===== config.mk =====
export PLATFORM = sky130hd
export DESIGN_NAME = countdown_timer
export DESIGN_NICKNAME = d
export VERILOG_FILES = /design/src/rtl/countdown_timer.sv
export SDC_FILE = /design/constraint.sdc
export NUM_CORES = 1
export LEC_CHECK = 0
export BUFFER_PORTS_ARGS = -buffer_cell sky130_fd_sc_hd__buf_2
export CAP_MARGIN = 10
export CORE_UTILIZATION = 51
export DETAILED_ROUTE_END_ITERATION = 7
export GPL_ROUTABILITY_DRIVEN = 0
export PLACE_DENSITY = 0.82
export SLEW_MARGIN = 0
export SYNTH_ARGS = -nofsm -noshare
export SYNTH_HDL_FRONTEND = slang
export SYNTH_SLANG_ARGS = --single-unit

===== constraint.sdc =====
create_clock -name clk -period 2.32 [get_ports clk]
set_input_delay 0.696 -clock clk [delete_from_list [all_inputs] [get_ports clk]]
set_output_delay 0.696 -clock clk [all_outputs]
set_load 0.02 [all_outputs]

===== src/rtl/countdown_timer.sv =====
// rtl/countdown_timer.sv - loadable down-counter with valid/ready load and one-cycle done pulse
module countdown_timer #(
  parameter int N = 32
) (
  input  logic         clk,
  input  logic         rst,
  input  logic         load_valid,
  output logic         load_ready,
  input  logic [N-1:0] load_value,
  input  logic         auto_reload,
  input  logic         pause,
  input  logic         abort,
  output logic [N-1:0] count,
  output logic         busy,
  output logic         done
);

  typedef enum logic [1:0] {
    IDLE = 2'd0,
    RUN  = 2'd1,
    DONE = 2'd2
  } state_t;

  localparam logic [N-1:0] ONE = {{(N-1){1'b0}}, 1'b1};

  state_t         state;
  logic [N-1:0]   reload_reg;
  logic           auto_reg;

  assign load_ready = (state != RUN);
  assign busy       = (state == RUN);
  assign done       = (state == DONE);

  always_ff @(posedge clk) begin
    if (!rst) begin
      state      <= IDLE;
      count      <= '0;
      reload_reg <= '0;
      auto_reg   <= 1'b0;
    end else if (abort) begin
      // abort also clears auto_reg so a pending reload from DONE is dropped
      state    <= IDLE;
      count    <= '0;
      auto_reg <= 1'b0;
    end else if (load_valid && state != RUN) begin
      reload_reg <= load_value;
      auto_reg   <= auto_reload;
      count      <= load_value;
      state      <= (load_value != '0) ? RUN : DONE;
    end else begin
      case (state)
        RUN: begin
          if (!pause) begin
            if (count > ONE) begin
              count <= count - ONE;
            end else begin
              count <= '0;
              state <= DONE;
            end
          end
        end
        DONE: begin
          if (auto_reg && reload_reg != '0) begin
            count <= reload_reg;
            state <= RUN;
          end else begin
            state <= IDLE;
          end
        end
        default: begin
          state <= IDLE;
        end
      endcase
    end
  end

endmodule


==> impl_results.md, run 1 <==
* Outcome: complete, but fails checks
* Failing checks: negative setup slack
* # nets final at slightly below 700
* Io pins at 73
* Number of global-route vias before repair at between 4000 and 5000
* Worst slew pin tran at 0.743 ns
* Highest Clock Rate at between 400 and 500 MHz
* Root Buffer: clkbuf_8
* Final hold vios at 0
* WP data required at 2.56 ns
* Syn nets at about 580
* FFs w/ async S/R, synth at 0%
* EDFF count, synth at 0
* Startpoint types: register
* Register area share after synthesis at approximately a third
* Detailed Routing Iterations Pass 1 at 5
* DIE AREA at just over 8000 um2
* Endpoints failing setup at 30
* Routed wire length per instance at around 19 um
* Synth Register Bits at 67
* Num rows at 31
* Clock tree buffer depth at 2
* Routed wire length at approximately 14 mm
* Initial antenna violation count at 0
* Final setup skew at roughly 0.012 ns
* Lkg Pwr at just over 2 nW
* Worst Reg-to-Reg Cells at 7
* Antenna Nets Post-Route at 0
* Drt initial violations at between 700 and 800
* Cell variety after synth at 52
* Hold-fix buffers, CTS at 0
* Num CTS Buffers at 9
* Port bufs at ~70
* Reg clk slew, reported paths at approximately 0.08 ns
* Post-place setup slack at -0.0634 ns
* Total GRT Usage at between 30% and 40%
* Global route total overflow at 0
* Worst hold path type: reg2reg
* DRC Markers at 0
* CTS tree: yes
* Final min period at 2.41 ns
* Hold Crit Start: reload_reg[24]$_SDFFE_PN0P_
* Fin crit share at 104%
* Vias per std cell at about 6.7
* Die W at ~90 um
* Setup crit end: count[12]$_SDFFE_PP0P_
* DP HPWL at about 9.6 mm
* VDD IR max at approximately 0.32 mV
* Synth-to-Final Area Change at 27.2%
* Final instance area at approximately 5000 um2
* Die Ht at ~90 um
* Vias at between 5000 and 6000
* Setup_tns at -1.21 ns
* Layout cell share with drive strength beyond 1 at around 28%
* CP max stage cell: or4_4
* Cell with the most instances on the worst path: or4_4
* Placed cell count at between 700 and 800
* Largest net degree at the start of global routing at 33
* Global-route wire length before repair at 22.4 mm
* Reg2reg end: count[12]$_SDFFE_PP0P_
* Min setup slack post-route at -0.0947 ns
* RSZ-0062 raised after global routing: true
* Critical Path End Type: register
* Max Fanout on Critical Path at 5
* Total Power at 3.28 mW
* Setup CP Type: reg2reg
* Syn_area_per_cell at 7.38 um2
* Layout Cells excl Fill at around 750
* R2R setup slack at -0.09 ns
* Worst reg2reg startpoint: count[23]$_SDFFE_PP0P_
* Inserted Diodes at 0
* H-tree levels at 3
* Max-slew violation count at 0
* Synthesized cell area at 3980 um2
* Reg area at between 1000 and 1500 um2
* Top_reg_cell synth: dfxtp_1
* Relative slew slack at 50.1%
* Critical path, cell by cell: or4_4, or4_4, or3_4, or2b_1, buf_4, o311a_1, nor2_1
* DP Area at roughly 4800 um2
* Core Region at between 7000 and 8000 um2
* CP startpoint: count[23]$_SDFFE_PP0P_
* Arrival time worst endpoint at 2.66 ns
* CP max stage delay at 0.54 ns
* MaxCap Viol Count at 0
* Footprint of the multi-input gates at ~2500 um2
* Synth warnings at 0
* Clock Latency Late Sink at roughly 0.36 ns
* Clock tree sinks at 67
* Initial Util at a little over half
* Power density cells at around 650 nW/um2
* Fillcell total at a little over 600
* Cell count after synthesis at between 500 and 600
critical path: cells and delay by family (launching register included):
kind,cells,cell delay (ns)
AOI/OAI and AO/OA,1,0.15
buffers and inverters,1,0.12
DFF,1,0.33
and+or+nand+nor,5,1.69
where the power goes:
group	switching [mW]	internal, mW	leakage, nW
clock network	0.482	0.498	0.0906
registers	0.0585	1.22	0.551
logic	0.626	0.396	1.41
worst min path at each step:
stage	to	slack, ns	depth (start not counted)
final	reload_reg[24]$_SDFFE_PN0P_	0.49	2
after global routing	reload_reg[30]$_SDFFE_PN0P_	0.52	2
after CTS	reload_reg[17]$_SDFFE_PN0P_	0.49	2
after detailed placement	reload_reg[17]$_SDFFE_PN0P_	0.48	2
after global placement	reload_reg[18]$_SDFFE_PN0P_	0.47	2
after floorplan	reload_reg[0]$_SDFFE_PN0P_	0.45	2
routing by layer:
layer / vias to the layer above / share of wire, % / routed length [um] / GRT usage (%)
met4: 0 / 4.3 / 618 / 16.9
met5: - / 0 / 0 / 0
met2: 426 / 43 / 6160 / 51.2
met3: 77 / 13 / 1800 / 7.49
met1: 2276 / 40 / 5800 / 46.7
li1: 2230 / - / - / -
Yosys cell counts (4+ instances only):
cell type / number / share of area (%)
nand2_1: 95 / 9.0
dfxtp_1: 67 / 34
nor3_1: 62 / 7.8
nor2_1: 38 / 3.6
a21oi_1: 37 / 4.6
a21boi_0: 34 / 6.4
clkbuf_1: 32 / 3.0
o221ai_1: 26 / 5.7
nor4_1: 22 / 3.5
a31oi_1: 18 / 2.8
inv_1: 11 / 1.0
nand3_1: 10 / 1.3
o21ai_0: 8 / 1.0
ha_1: 5 / 1.6
a21o_1: 4 / 0.75
a21oi_2: 4 / 0.88
and4_1: 4 / 0.88
nand2b_1: 4 / 0.63
or2_2: 4 / 0.63
through the flow:
stage | hold slack (ns) | util [%]
after floorplan | 0.454 | -
after global placement | 0.467 | 65.0
final | 0.487 | 68.4
after CTS | 0.488 | 67.6
after global routing | 0.519 | 68.4
after detailed placement | 0.476 | 65.0
cell type report:
type | count | area share [%]
multi-input cells | 426 | 49.3
flip-flops and latches | 67 | 26.7
repair buffers | 132 | 17.0
clock buffers | 12 | 2.67
well taps | 99 | 2.45
clock inverters | 4 | 1.01
inverters | 11 | 0.815
placed cells by master, fill, tap and decap left out, types with 9 or more instances in the layout:
master,count
nor4_1,22
nand2_1,95
buf_4,56
a21oi_1,33
clkbuf_8,9
a21boi_0,34
nor2_1,37
dfxtp_1,61
a31oi_1,15
nor3_1,62
o221ai_1,26
inv_1,11
buf_2,72
nand3_1,10
timing repair:
item	in CTS	in global routing
cloned	0	1
buffers inserted	1	1
resized for setup	1	8
pin swaps	4	3
setup endpoints to repair	30	32
logic make-up (layout without fill, tap and decap cells):
kind of cell    count (synthesis)  in the layout  synth area share, %
simple gates                  263            264                 31.9
compound gates                157            157                 27.8
flops                          67             67                 33.7
buf+inv                        48            159                 5.09
fa+ha+maj                       5              5                 1.57
Power figures use the tool's default switching activity.
==> inputs of run 2 (changes only) <==
--- a/config.mk
+++ b/config.mk
@@ -11,6 +11,7 @@
 export DETAILED_ROUTE_END_ITERATION = 7
 export GPL_ROUTABILITY_DRIVEN = 0
 export PLACE_DENSITY = 0.82
+export RECOVER_POWER = 25
 export SLEW_MARGIN = 0
 export SYNTH_ARGS = -nofsm -noshare
 export SYNTH_HDL_FRONTEND = slang
==> run 2 against run 1 <==
Against the previous run: the run still ends with negative setup slack left; clock skew is 0.0012 ns higher; register-to-register slack is essentially flat; wire length grew 0.35%; non-clock buffer count unchanged; sequential power barely moved; count of clock-buffer cells in the layout did not move; combinational power is essentially flat; fmax is 0.15% lower; final cell count is the same; die area stayed put; global-route usage did not move; design area shrank 0.40%.
==> impl_results.md, run 2 (synthesis results as in run 1) <==
* Outcome: complete, but fails checks (unchanged)
* Failing checks: negative setup slack (unchanged)
* Root Buffer: clkbuf_8 (unchanged)
* Arrival time worst endpoint at 2.66 ns (about the same)
* Final min period at 2.42 ns (was 2.41 ns)
* Max Fanout on Critical Path at 5 (unchanged)
* Worst hold path type: reg2reg (unchanged)
* Fin crit share at 104% (about the same)
* Psw at 1.17 mW (about the same)
* Most frequent cells in the layout: nand2_1 (95), nor3_1 (62), dfxtp_1 (61), buf_2 (56), buf_4 (56) (was nand2_1 (95), buf_2 (72), nor3_1 (62), dfxtp_1 (61), buf_4 (56))
* Worst slew pin tran at 0.772 ns (was 0.743 ns)
* Final hold vios at 0 (unchanged)
* Clock tree buffer depth at 2 (unchanged)
* Io pins at 73 (unchanged)
* Fillcell total at 629 (was 616)
* Core Region at 7410 um2 (unchanged)
* Vias per std cell at 6.73 (was 6.67)
* CP max stage cell: or4_4 (unchanged)
* Power density cells at 648 nW/um2 (was 647 nW/um2)
* DP HPWL at 9.60 mm (unchanged)
* Relative slew slack at 48.1% (was 50.1%)
* DRC Markers at 0 (unchanged)
* Critical path, cell by cell: or4_4, or4_4, or3_4, or2b_1, buf_4, o311a_1, nor2_1 (unchanged)
* Lkg Pwr at 1.98 nW (was 2.05 nW)
* # nets final at 690 (unchanged)
* Initial antenna violation count at 0 (unchanged)
* Comb pwr share at 31.1% (was 31.2%)
* Reg clk slew, reported paths at 0.08 ns (about the same)
* Number of global-route vias before repair at 4450 (unchanged)
* Routed wire length per instance at 19.2 um (was 19.1 um)
* Routed wire length at 14.4 mm (about the same)
* Vias at 5052 (was 5009)
* Num rows at 31 (unchanged)
* MaxCap Viol Count at 0 (unchanged)
* VDD IR max at 0.324 mV (about the same)
* WP data required at 2.56 ns (about the same)
* Global-route wire length before repair at 22.4 mm (unchanged)
* Cell with the most instances on the worst path: or4_4 (unchanged)
* Net Sw Frac at 35.7% (was 35.6%)
* Inserted Diodes at 0 (unchanged)
* Port bufs at 72 (unchanged)
* Largest net degree at the start of global routing at 33 (unchanged)
* Antenna Nets Post-Route at 0 (unchanged)
* Min setup slack post-route at -0.0982 ns (was -0.0947 ns)
* Startpoint types: register (unchanged)
* Clock Latency Late Sink at 0.36 ns (about the same)
* Cell internal pwr at 2.10 mW (was 2.11 mW)
* H-tree levels at 3 (unchanged)
* Setup CP Type: reg2reg (unchanged)
* RSZ-0062 raised after global routing: true (unchanged)
* Initial Util at 53.8% (unchanged)
* Final instance area at 5040 um2 (was 5060 um2)
* Max-slew violation count at 0 (unchanged)
* Global route total overflow at 0 (unchanged)
* CP max stage delay at 0.54 ns (about the same)
* CTS tree: yes (unchanged)
* Detailed Routing Iterations Pass 1 at 6 (was 5)
* Layout cell share with drive strength beyond 1 at 25.3% (was 27.8%)
* Reg power frac at 39.0% (was 38.9%)
* Setup_tns at -1.29 ns (was -1.21 ns)
* Crit path max-delay family: simple AND/OR/NAND/NOR gates (unchanged)
* Die Ht at 90.4 um (unchanged)
* Commonest non-fill, non-tap cell in the layout: nand2_1 (unchanged)
* DIE AREA at 8170 um2 (unchanged)
* Drt initial violations at 748 (was 788)
* Total GRT Usage at 34.3% (unchanged)
* Clk network pwr share at 29.9% (about the same)
* CP bufs+invs at 1 (unchanged)
* Hold-fix buffers, CTS at 0 (unchanged)
* Final setup skew at 0.0135 ns (was 0.0123 ns)
* Num CTS Buffers at 9 (unchanged)
* Die W at 90.4 um (unchanged)
* Synth-to-Final Area Change at 26.7% (was 27.2%)
* Critical Path End Type: register (unchanged)
* DP Area at 4810 um2 (unchanged)
* Endpoints failing setup at 30 (unchanged)
* Highest Clock Rate at 414 MHz (about the same)
* Clock tree sinks at 67 (unchanged)
* Fin util at 68.1% (was 68.4%)
run 2: changes by cell type in the layout (fill, tap and decap cells not counted):
cell,previous run,this run
clkbuf_1,3,19
buf_2,72,56
run 2: path summary, 6_finish.rpt:
kind / depth (start not counted) / endpoint / slack [ns] / startpoint
max reg2reg: 7 / count[12]$_SDFFE_PP0P_ / -0.1 / count[23]$_SDFFE_PP0P_
min reg2reg: 2 / reload_reg[11]$_SDFFE_PN0P_ / 0.49 / reload_reg[11]$_SDFFE_PN0P_
max: 7 / count[12]$_SDFFE_PP0P_ / -0.1 / count[23]$_SDFFE_PP0P_
min: 2 / reload_reg[11]$_SDFFE_PN0P_ / 0.49 / reload_reg[11]$_SDFFE_PN0P_
run 2: metal layers:
metal	share of wire, %	wire length (um)	track usage, %
met1	39	5690	46.7
met2	43	6170	51.2
met3	13	1890	7.49
met4	4.7	673	16.9
met5	0	0	0
run 2: timing repair:
item / CTS / global route
setup buffers: 1 / 1
gates cloned: 0 / 1
pin swaps: 4 / 3
resized for setup: 1 / 8
endpoints found under the setup margin: 30 / 32
run 2: power by group through the flow:
stage	registers, mW	logic (mW)	clock network (mW)
after floorplan	1.35	0.500	0
after global placement	1.29	0.929	0
after detailed placement	1.30	0.950	0
after CTS	1.27	0.963	0.964
after global routing	1.28	1.08	1.02
final	1.28	1.02	0.979
run 2: area by class of cell:
cell class                      count  area (um2)  share of cell area, %
Inverter                           11        41.3                  0.818
Clock inverter                      4        51.3                   1.02
Sequential cell                    67        1350                   26.8
Timing Repair Buffer              132         841                   16.7
Tap cell                           99         124                   2.46
Multi-Input combinational cell    426        2500                   49.5
Clock buffer                       12         135                   2.68
run 2: worst reg2reg max path, delay by kind of cell (launching register included):
kind / cells / cell delay (ns)
buffers and inverters: 1 / 0.12
AO/OA/AOI/OAI: 1 / 0.15
AND/OR/NAND/NOR: 5 / 1.69
flip-flops: 1 / 0.33
run 2: through the flow:
stage | total power, mW | hold WS (ns) | cells | worst slack [ns]
after floorplan | 1.85 | 0.454 | 540 | -0.155
after detailed placement | 2.25 | 0.476 | 732 | -0.0634
final | 3.27 | 0.490 | 751 | -0.0982
after global placement | 2.22 | 0.467 | 732 | -0.0364
after global routing | 3.38 | 0.519 | 751 | -0.125
after CTS | 3.20 | 0.488 | 749 | -0.0883
